<file path="src/rtl/ramb16_s2_fifo_ctrl_pkg.sv">
// Shared constants and types for the RAMB16 8192x2 FIFO controller.
// Holds the depth and pointer-width helpers, the RAM symbol width, the RAM tie-offs and the status-flag bundle.
package ramb16_s2_fifo_ctrl_pkg;

  localparam int SYM_W = 2;

  localparam logic RAM_WEB_TIE = 1'b0;
  localparam logic RAM_SSR_TIE = 1'b0;

  typedef struct packed {
    logic full;
    logic empty;
    logic afull;
    logic aempty;
  } fifo_flags_t;

  localparam fifo_flags_t FLAGS_RST = '{full: 1'b0, empty: 1'b1, afull: 1'b0, aempty: 1'b1};

  function automatic int depth_of(input int addr_w);
    return 1 << addr_w;
  endfunction

  // One extra bit beyond the RAM address acts as the wrap bit for full/empty.
  function automatic int ptr_w_of(input int addr_w);
    return addr_w + 1;
  endfunction

endpackage

</file>
<file path="src/rtl/ramb16_s2_fifo_ctrl_ptr_ctr.sv">
// Binary FIFO pointer with a wrap bit.
// Exposes the current RAM address and the next full-width pointer value, which the top uses to register its flags.
module ramb16_s2_fifo_ctrl_ptr_ctr
  import ramb16_s2_fifo_ctrl_pkg::*;
#(
  parameter int ADDR_W = 13
) (
  input  logic                     clk,
  input  logic                     rst,
  input  logic                     inc,
  output logic [ADDR_W-1:0]        addr,
  output logic [ptr_w_of(ADDR_W)-1:0] ptr_nxt
);

  localparam int PTR_W = ptr_w_of(ADDR_W);

  logic [PTR_W-1:0] ptr_q;

  always_comb ptr_nxt = ptr_q + PTR_W'(inc);

  // NOTE: sequential state is assigned with <= so every flop samples pre-edge values regardless of block order.
  always_ff @(posedge clk) begin
    if (rst) ptr_q <= '0;
    else     ptr_q <= ptr_nxt;
  end

  assign addr = ptr_q[ADDR_W-1:0];

endmodule

</file>
<file path="src/rtl/ramb16_s2_fifo_ctrl.sv">
// Single-clock FIFO controller driving a 16Kb dual-port block RAM (port A push, port B pop).
// Owns pointers, occupancy, flags and sticky error bits, and valid-qualifies the RAM's registered read data.
module ramb16_s2_fifo_ctrl
  import ramb16_s2_fifo_ctrl_pkg::*;
#(
  parameter int ADDR_WIDTH    = 13,
  parameter int AFULL_THRESH  = 8184,
  parameter int AEMPTY_THRESH = 8
) (
  input  logic                  CLK,
  input  logic                  RST,
  input  logic                  WR_EN,
  input  logic [SYM_W-1:0]      WR_DATA,
  input  logic                  RD_EN,
  output logic [SYM_W-1:0]      RD_DATA,
  output logic                  RD_VALID,
  output logic                  FULL,
  output logic                  EMPTY,
  output logic                  ALMOST_FULL,
  output logic                  ALMOST_EMPTY,
  output logic [ADDR_WIDTH:0]   COUNT,
  output logic                  OVERFLOW,
  output logic                  UNDERFLOW,
  output logic [ADDR_WIDTH-1:0] RAM_ADDRA,
  output logic [SYM_W-1:0]      RAM_DIA,
  output logic                  RAM_ENA,
  output logic                  RAM_WEA,
  output logic [ADDR_WIDTH-1:0] RAM_ADDRB,
  output logic                  RAM_ENB,
  output logic                  RAM_WEB,
  output logic                  RAM_SSRA,
  output logic                  RAM_SSRB,
  input  logic [SYM_W-1:0]      RAM_DOB
);

  localparam int PTR_W = ptr_w_of(ADDR_WIDTH);
  localparam logic [PTR_W-1:0] AF_T = PTR_W'(AFULL_THRESH);
  localparam logic [PTR_W-1:0] AE_T = PTR_W'(AEMPTY_THRESH);

  logic             push_ok, pop_ok;
  logic [PTR_W-1:0] wr_ptr_nxt, rd_ptr_nxt;
  logic [PTR_W-1:0] count_d, count_q;
  fifo_flags_t      flags_d, flags_q;
  logic             rd_valid_d, rd_valid_q;
  logic             ovf_d, ovf_q;
  logic             unf_d, unf_q;

  ramb16_s2_fifo_ctrl_ptr_ctr #(.ADDR_W(ADDR_WIDTH)) u_wr_ptr (
    .clk     (CLK),
    .rst     (RST),
    .inc     (push_ok),
    .addr    (RAM_ADDRA),
    .ptr_nxt (wr_ptr_nxt)
  );

  ramb16_s2_fifo_ctrl_ptr_ctr #(.ADDR_W(ADDR_WIDTH)) u_rd_ptr (
    .clk     (CLK),
    .rst     (RST),
    .inc     (pop_ok),
    .addr    (RAM_ADDRB),
    .ptr_nxt (rd_ptr_nxt)
  );

  // NOTE: every always_comb output gets a default first so no path can leave it unassigned and infer a latch.
  always_comb begin
    push_ok = WR_EN & ~flags_q.full  & ~RST;
    pop_ok  = RD_EN & ~flags_q.empty & ~RST;

    count_d = count_q;
    unique case ({push_ok, pop_ok})
      2'b10:   count_d = count_q + PTR_W'(1);
      2'b01:   count_d = count_q - PTR_W'(1);
      default: ;
    endcase

    // Flags are registered from the post-edge pointers so they track COUNT cycle for cycle.
    flags_d.empty  = (wr_ptr_nxt == rd_ptr_nxt);
    flags_d.full   = (wr_ptr_nxt[ADDR_WIDTH-1:0] == rd_ptr_nxt[ADDR_WIDTH-1:0]) &&
                     (wr_ptr_nxt[ADDR_WIDTH] != rd_ptr_nxt[ADDR_WIDTH]);
    flags_d.afull  = (count_d >= AF_T);
    flags_d.aempty = (count_d <= AE_T);

    rd_valid_d = pop_ok;
    ovf_d      = ovf_q | (WR_EN & flags_q.full);
    unf_d      = unf_q | (RD_EN & flags_q.empty);
  end

  // RAM contents are deliberately left alone on reset; only control state is cleared.
  always_ff @(posedge CLK) begin
    if (RST) begin
      count_q    <= '0;
      flags_q    <= FLAGS_RST;
      rd_valid_q <= 1'b0;
      ovf_q      <= 1'b0;
      unf_q      <= 1'b0;
    end else begin
      count_q    <= count_d;
      flags_q    <= flags_d;
      rd_valid_q <= rd_valid_d;
      ovf_q      <= ovf_d;
      unf_q      <= unf_d;
    end
  end

  assign RD_VALID     = rd_valid_q;
  assign RD_DATA      = rd_valid_q ? RAM_DOB : '0;
  assign FULL         = flags_q.full;
  assign EMPTY        = flags_q.empty;
  assign ALMOST_FULL  = flags_q.afull;
  assign ALMOST_EMPTY = flags_q.aempty;
  assign COUNT        = count_q;
  assign OVERFLOW     = ovf_q;
  assign UNDERFLOW    = unf_q;

  assign RAM_DIA  = WR_DATA;
  assign RAM_ENA  = push_ok;
  assign RAM_WEA  = push_ok;
  assign RAM_ENB  = pop_ok;
  assign RAM_WEB  = RAM_WEB_TIE;
  assign RAM_SSRA = RAM_SSR_TIE;
  assign RAM_SSRB = RAM_SSR_TIE;

endmodule

</file>
<file path="config.mk">
export PLATFORM = sky130hd
export DESIGN_NAME = ramb16_s2_fifo_ctrl
export DESIGN_NICKNAME = d
export VERILOG_FILES = /design/src/rtl/ramb16_s2_fifo_ctrl_pkg.sv /design/src/rtl/ramb16_s2_fifo_ctrl_ptr_ctr.sv /design/src/rtl/ramb16_s2_fifo_ctrl.sv
export SDC_FILE = /design/constraint.sdc
export NUM_CORES = 1
export LEC_CHECK = 0
export ABC_AREA = 1
export CAP_MARGIN = 20
export CORE_ASPECT_RATIO = 1.4
export CORE_MARGIN = 4
export CORE_UTILIZATION = 50
export CTS_CLUSTER_DIAMETER = 40
export DETAILED_ROUTE_END_ITERATION = 10
export PLACE_DENSITY_LB_ADDON = 0.3
export SLEW_MARGIN = 30
export SYNTH_ARGS = -nofsm -noshare
export SYNTH_HDL_FRONTEND = slang
export SYNTH_SLANG_ARGS = --single-unit
</file>
<file path="constraint.sdc">
create_clock -name CLK -period 3.1 [get_ports CLK]
set_input_delay 0.62 -clock CLK [delete_from_list [all_inputs] [get_ports CLK]]
set_output_delay 0.62 -clock CLK [all_outputs]
set_load 0.03 [all_outputs]
</file>
==> results of run 1 <==
[metrics by stage]
step	instance area, sq um	power (mW)	setup TNS [ns]	setup slack, ns
after floorplan	3447	0.9157	0	0.1441
after global placement	4091	1.038	-0.3686	-0.1987
after detailed placement	4091	1.043	-0.6780	-0.2896
after CTS	4187	1.432	0	0.07170
after global routing	4214	1.494	0	0.1377
final	4214	1.420	0	0.3662
[report_power, final]
group          switching, mW  internal [mW]
Sequential            0.0254          0.652
Combinational          0.212          0.140
Clock                  0.210          0.181
Total                  0.447          0.973
[critical path, delay by kind of cell]
family | cells | cell delay [ns]
xor gates and xnor gates | 2 | 0.25
buffers and inverters | 3 | 0.47
and+or+nand+nor | 13 | 1.48
adders and majority gates | 1 | 0.15
[synth_stat cells]
library cell / count / area share (%)
nand2_1: 136 / 15
nor2_1: 78 / 8.5
inv_1: 64 / 7.0
nand3_1: 56 / 8.2
dfxtp_1: 49 / 29
buf_4: 33 / 7.2
xor2_1: 29 / 7.4
o21ai_0: 11 / 1.6
nand4_1: 10 / 1.8
xnor2_1: 8 / 2.0
a21oi_1: 6 / 0.87
clkbuf_1: 6 / 0.66
ha_1: 6 / 2.2
nand2_2: 6 / 1.1
buf_6: 3 / 0.98
nand3_2: 3 / 0.87
buf_2: 2 / 0.29
inv_2: 2 / 0.22
nand2_4: 2 / 0.66
nand3b_1: 2 / 0.44
nor2_2: 2 / 0.36
nor2_4: 2 / 0.66
nor4_1: 2 / 0.36
o21ai_1: 2 / 0.29
or2_1: 2 / 0.36
a21o_1: 1 / 0.22
a31o_2: 1 / 0.25
and2_1: 1 / 0.18
and3_1: 1 / 0.18
clkinv_4: 1 / 0.25
conb_1: 1 / 0.11
nor2_8: 1 / 0.58
nor3_1: 1 / 0.15
o21ai_2: 1 / 0.25
o21bai_1: 1 / 0.22
or2_2: 1 / 0.18
[per-layer routing]
layer	vias to the layer above	wire length, um	GRT usage [%]	share of wire (%)
met5	-	0	0	0
met4	0	208	9.000	2.4
met3	19	349	3.136	4.1
met2	104	4674	41.79	55
met1	1517	3284	22.17	39
li1	1736	-	-	-
[worst max-delay path by stage]
| stage | startpoint | endpoint | slack, ns |
|---|---|---|---|
| finish | RST | EMPTY | 0.37 |
| floorplan | WR_EN | EMPTY | 0.14 |
| CTS | RD_EN | EMPTY | 0.07 |
| global placement | RST | EMPTY | -0.20 |
| detailed placement | RST | EMPTY | -0.29 |
| global route | RST | EMPTY | 0.14 |
[logic make-up after synthesis]
logic type / count (synthesis)
AOI/OAI and AO/OA: 23
xor gates and xnor gates: 37
adders and majority gates: 6
buffers and inverters: 111
DFF: 49
other: 1
and+or+nand+nor: 306
[area by class of cell]
class / instances / share of cell area, %
sequential: 49 / 23.28
multi-input combinational: 375 / 45.52
timing repair buffer: 94 / 20.10
clock buffer: 6 / 1.960
inverter: 67 / 6.087
tap: 92 / 2.732
clock inverter: 2 / 0.3266
[what timing repair did]
item	CTS	global route
resized for setup	1	10
pin swaps	0	1
setup endpoints to repair	1	3
==> flow_summary.json, run 1 <==
{
  "synth.distinct_cells": 36,
  "hold_ws_ns": 0.4948,
  "grt_use_total_pct": 21.41,
  "timing.rr.start": "FULL",
  "grt_first_pass_wirelength_um": 14520,
  "fmax_mhz": 365.8,
  "skew_ns": 0.01036,
  "cts_sinks": 49,
  "regArea_sq_um": 980.9,
  "drc_errors": 0,
  "drv_cap": 0,
  "setup_viol": 0,
  "synth_mux_area_share_pct": 0,
  "core_region_area_sq_um": 6656,
  "syn_to_final_growth_pct": 22.61,
  "timing.critical_path.cells": "dlygate4sd2_1 > clkinv_4 > nand2_4 > nor2_8 > nand2_4 > inv_1 > ha_1 > nand4_1 > or2_1 > nor2_2 > nand2_1 > nor2_2 > xnor2_2 > xor2_1 > nor2_1 > nand2_1 > nor2_1 > nand2_1 > nand2_1",
  "postCtsSetupBuffers": 0,
  "io_pins": 65,
  "reg2reg_slack_ns": 0.68,
  "place_hpwl_um": 6982,
  "numCtsBuffers": 5,
  "dieArea_sq_um": 8283,
  "synthSimpleGateAreaFrac_pct": 39.42,
  "crit_top_cell": "nand2_1",
  "vias": 3376,
  "path_clk_slew_ns": 0.09,
  "die_w_um": 78.07,
  "final_util_pct": 63.31,
  "cts_tree": "done",
  "ir_drop_mv": 0.2495,
  "hp-class": "reg -> reg",
  "r2r-end": "ALMOST_FULL",
  "drtAntennaViolNets": 0,
  "layout_commonest_cell": "nand2_1",
  "avgSynthCellArea_sq_um": 6.448,
  "fillers": 634,
  "drive_above_1_share_pct": 12.98,
  "status": "finished, final reports clean",
  "grt_pass1_vias": 3349,
  "synth_fa_ha_area_share_pct": 2.184,
  "period_share_pct": 88.19,
  "place_congestion": 0.9560,
  "ys_seq_area_share_pct": 28.54,
  "start_util_pct": 51.64,
  "gr-total-overflow": 0,
  "power.density_nw_per_um2": 337.0,
  "final_cell_mix": "135 x nand2_1, 72 x nor2_1, 64 x inv_1",
  "period_needed_ns": 2.734,
  "diodes": 0,
  "min_to": "OVERFLOW",
  "vias_per_cell": 4.928,
  "drtIter0Drc": 191,
  "reg2regPathDepth": 19,
  "synth_compound_area_share_pct": 3.713,
  "synthCells": 533,
  "grt_max_degree": 29,
  "path_class": "in -> reg",
  "timing.critical_path.from_type": "input pin",
  "synth_top_family_by_area": "simple AND/OR/NAND/NOR gates",
  "arrival_ns": 2.98,
  "slowest_delay_ns": 0.32,
  "fin_cells": 685,
  "hold_violations": 0,
  "antenna_found_initial": 0,
  "placedCellCount": 677,
  "dr.pass1.iters": 4,
  "cp_slowest_cell": "dlygate4sd2_1",
  "hold-path-cell-count": 2,
  "cp_data_required_time_ns": 3.34,
  "slew_viol_final": 0,
  "ctsHtreeMaxLevel": 2,
  "cp_max_fo": 5,
  "clk_path_buf_depth": 2,
  "nets": 606,
  "netlist_area_sq_um": 3437,
  "die_y_um": 106.1,
  "p_leak_nw": 1.995,
  "wire_per_inst_um": 12.43,
  "clk_latency_ns": 0.30,
  "hp-start": "OVERFLOW",
  "hold_buffers": 0,
  "num_rows": 35,
  "io_buffers": 57,
  "drt-total-wl_um": 8517,
  "rsz0062_at_grt": "no",
  "multi_input_area_sq_um": 1918,
  "synth_seq_cells": 49,
  "yosysWarningCount": 0,
  "cts_root_buf": "clkbuf_8",
  "cp-end-kind": "flop",
  "synth_xor_area_share_pct": 9.428
}
(Power assumes the default switching activity.)
==> inputs of run 2 (changes only) <==
--- a/config.mk
+++ b/config.mk
@@ -8,12 +8,12 @@
 export ABC_AREA = 1
 export CAP_MARGIN = 20
 export CORE_ASPECT_RATIO = 1.4
-export CORE_MARGIN = 4
+export CORE_MARGIN = 5
 export CORE_UTILIZATION = 50
 export CTS_CLUSTER_DIAMETER = 40
 export DETAILED_ROUTE_END_ITERATION = 10
 export PLACE_DENSITY_LB_ADDON = 0.3
-export SLEW_MARGIN = 30
+export SLEW_MARGIN = 10
 export SYNTH_ARGS = -nofsm -noshare
 export SYNTH_HDL_FRONTEND = slang
 export SYNTH_SLANG_ARGS = --single-unit
==> flow_summary.json, run 2 (synthesis gave the netlist of run 1 again) <==
{
  "drtAntennaViolNets": 0,
  "ir_drop_mv": 0.3151,
  "cp-end-kind": "flop",
  "cp_max_fo": 4,
  "ctsHtreeMaxLevel": 2,
  "p_leak_nw": 2.034,
  "wire_per_inst_um": 12.96,
  "slew_viol_final": 0,
  "drive_above_1_share_pct": 14.95,
  "postCtsSetupBuffers": 0,
  "fin_setup_tns_ns": 0,
  "path_clk_slew_ns": 0.09,
  "place_hpwl_um": 7293,
  "fillers": 628,
  "start_util_pct": 51.64,
  "path_class": "in -> reg",
  "placedCellCount": 686,
  "grt_first_pass_wirelength_um": 15410,
  "fin_cells": 694,
  "vias": 3368,
  "io_pins": 65,
  "io_buffers": 57,
  "regArea_sq_um": 980.9,
  "arrival_ns": 3.21,
  "grt_pass1_vias": 3451,
  "grt_use_total_pct": 22.19,
  "hp-class": "reg -> reg",
  "drt-total-wl_um": 8993,
  "drc_errors": 0,
  "dieArea_sq_um": 8656,
  "final_cell_mix": "134 x nand2_1, 71 x nor2_1, 64 x inv_1",
  "timing.critical_path.from_type": "input pin",
  "antenna_found_initial": 0,
  "clk_path_buf_depth": 2,
  "cts_tree": "done",
  "final_util_pct": 64.94,
  "period_needed_ns": 2.970,
  "drtIter0Drc": 143,
  "cts_root_buf": "clkbuf_8",
  "gr-total-overflow": 0,
  "core_region_area_sq_um": 6656,
  "period_share_pct": 95.80,
  "numCtsBuffers": 5,
  "nets": 615,
  "diodes": 0,
  "skew_ns": 0.009372,
  "grt_max_degree": 29,
  "die_y_um": 108.1,
  "power.density_nw_per_um2": 336.5,
  "fmax_mhz": 336.7,
  "syn_to_final_growth_pct": 25.77,
  "hold_violations": 0,
  "cp_data_required_time_ns": 3.34,
  "num_rows": 35,
  "vias_per_cell": 4.853,
  "dr.pass1.iters": 4,
  "drv_cap": 0,
  "die_w_um": 80.07,
  "place_congestion": 0.8828,
  "layout_commonest_cell": "nand2_1",
  "status": "finished, final reports clean",
  "multi_input_area_sq_um": 1956,
  "clk_latency_ns": 0.31,
  "setup_viol": 0,
  "cts_sinks": 49
}
==> run 2: worst paths after layout <==
| path | from | endpoint | slack (ns) | depth (start not counted) |
|---|---|---|---|---|
| min | UNDERFLOW | UNDERFLOW | 0.48 | 2 |
| max | WR_EN | FULL | 0.13 | 15 |
| min reg2reg | UNDERFLOW | UNDERFLOW | 0.48 | 2 |
| max reg2reg | FULL | FULL | 0.60 | 15 |
==> run 2: cell type report <==
type                       count  share of cell area, %
clock buffer                   7                  2.229
clock inverter                 1                 0.1158
inverter                      67                  5.933
multi-input combinational    375                  45.24
sequential                    49                  22.69
tap                           92                  2.663
timing repair buffer         103                  21.13
==> run 2: where the power goes <==
part	internal [mW]	total [mW]	switching, mW
registers	0.651	0.677	0.0251
logic	0.149	0.365	0.216
clock network	0.202	0.413	0.211
total	1.00	1.45	0.452
==> run 2: what timing repair did <==
action | 4_1_cts | 5_1_grt
hold buffers | 0 | 0
setup endpoints to repair | 0 | 4
gates resized for setup | 0 | 15
==> run 2: through the flow <==
stage	hold WS, ns	total power [mW]	cell area, sq um	worst slack, ns
6_report	0.4804	1.455	4323	0.1303
3_5_place_dp	0.4580	1.052	4159	-0.2718
2_1_floorplan	0.4819	0.9157	3447	0.1441
4_1_cts	0.4810	1.465	4260	0.02744
5_1_grt	0.5354	1.532	4323	-0.02685
3_3_place_gp	0.4498	1.048	4159	-0.1671
==> run 2: critical path, stage by stage <==
cell and delay (ns):
clkdlybuf4s50_1 0.54, nand2_2 0.14, nor2_4 0.13, ha_1 0.20
ha_1 0.21, nand2_1 0.08, nor2_2 0.13, nand3_1 0.13
nor2_2 0.15, nand3_1 0.13, xor2_2 0.17, xor2_1 0.17
nor2_1 0.16, nand4_1 0.12, nor2_1 0.12
==> run 2: layer usage <==
| layer | track usage [%] | wire length, um |
|---|---|---|
| met4 | 10.02 | 182 |
| met5 | 0 | 0 |
| met3 | 3.500 | 273 |
| met1 | 23.64 | 3479 |
| met2 | 41.88 | 5059 |
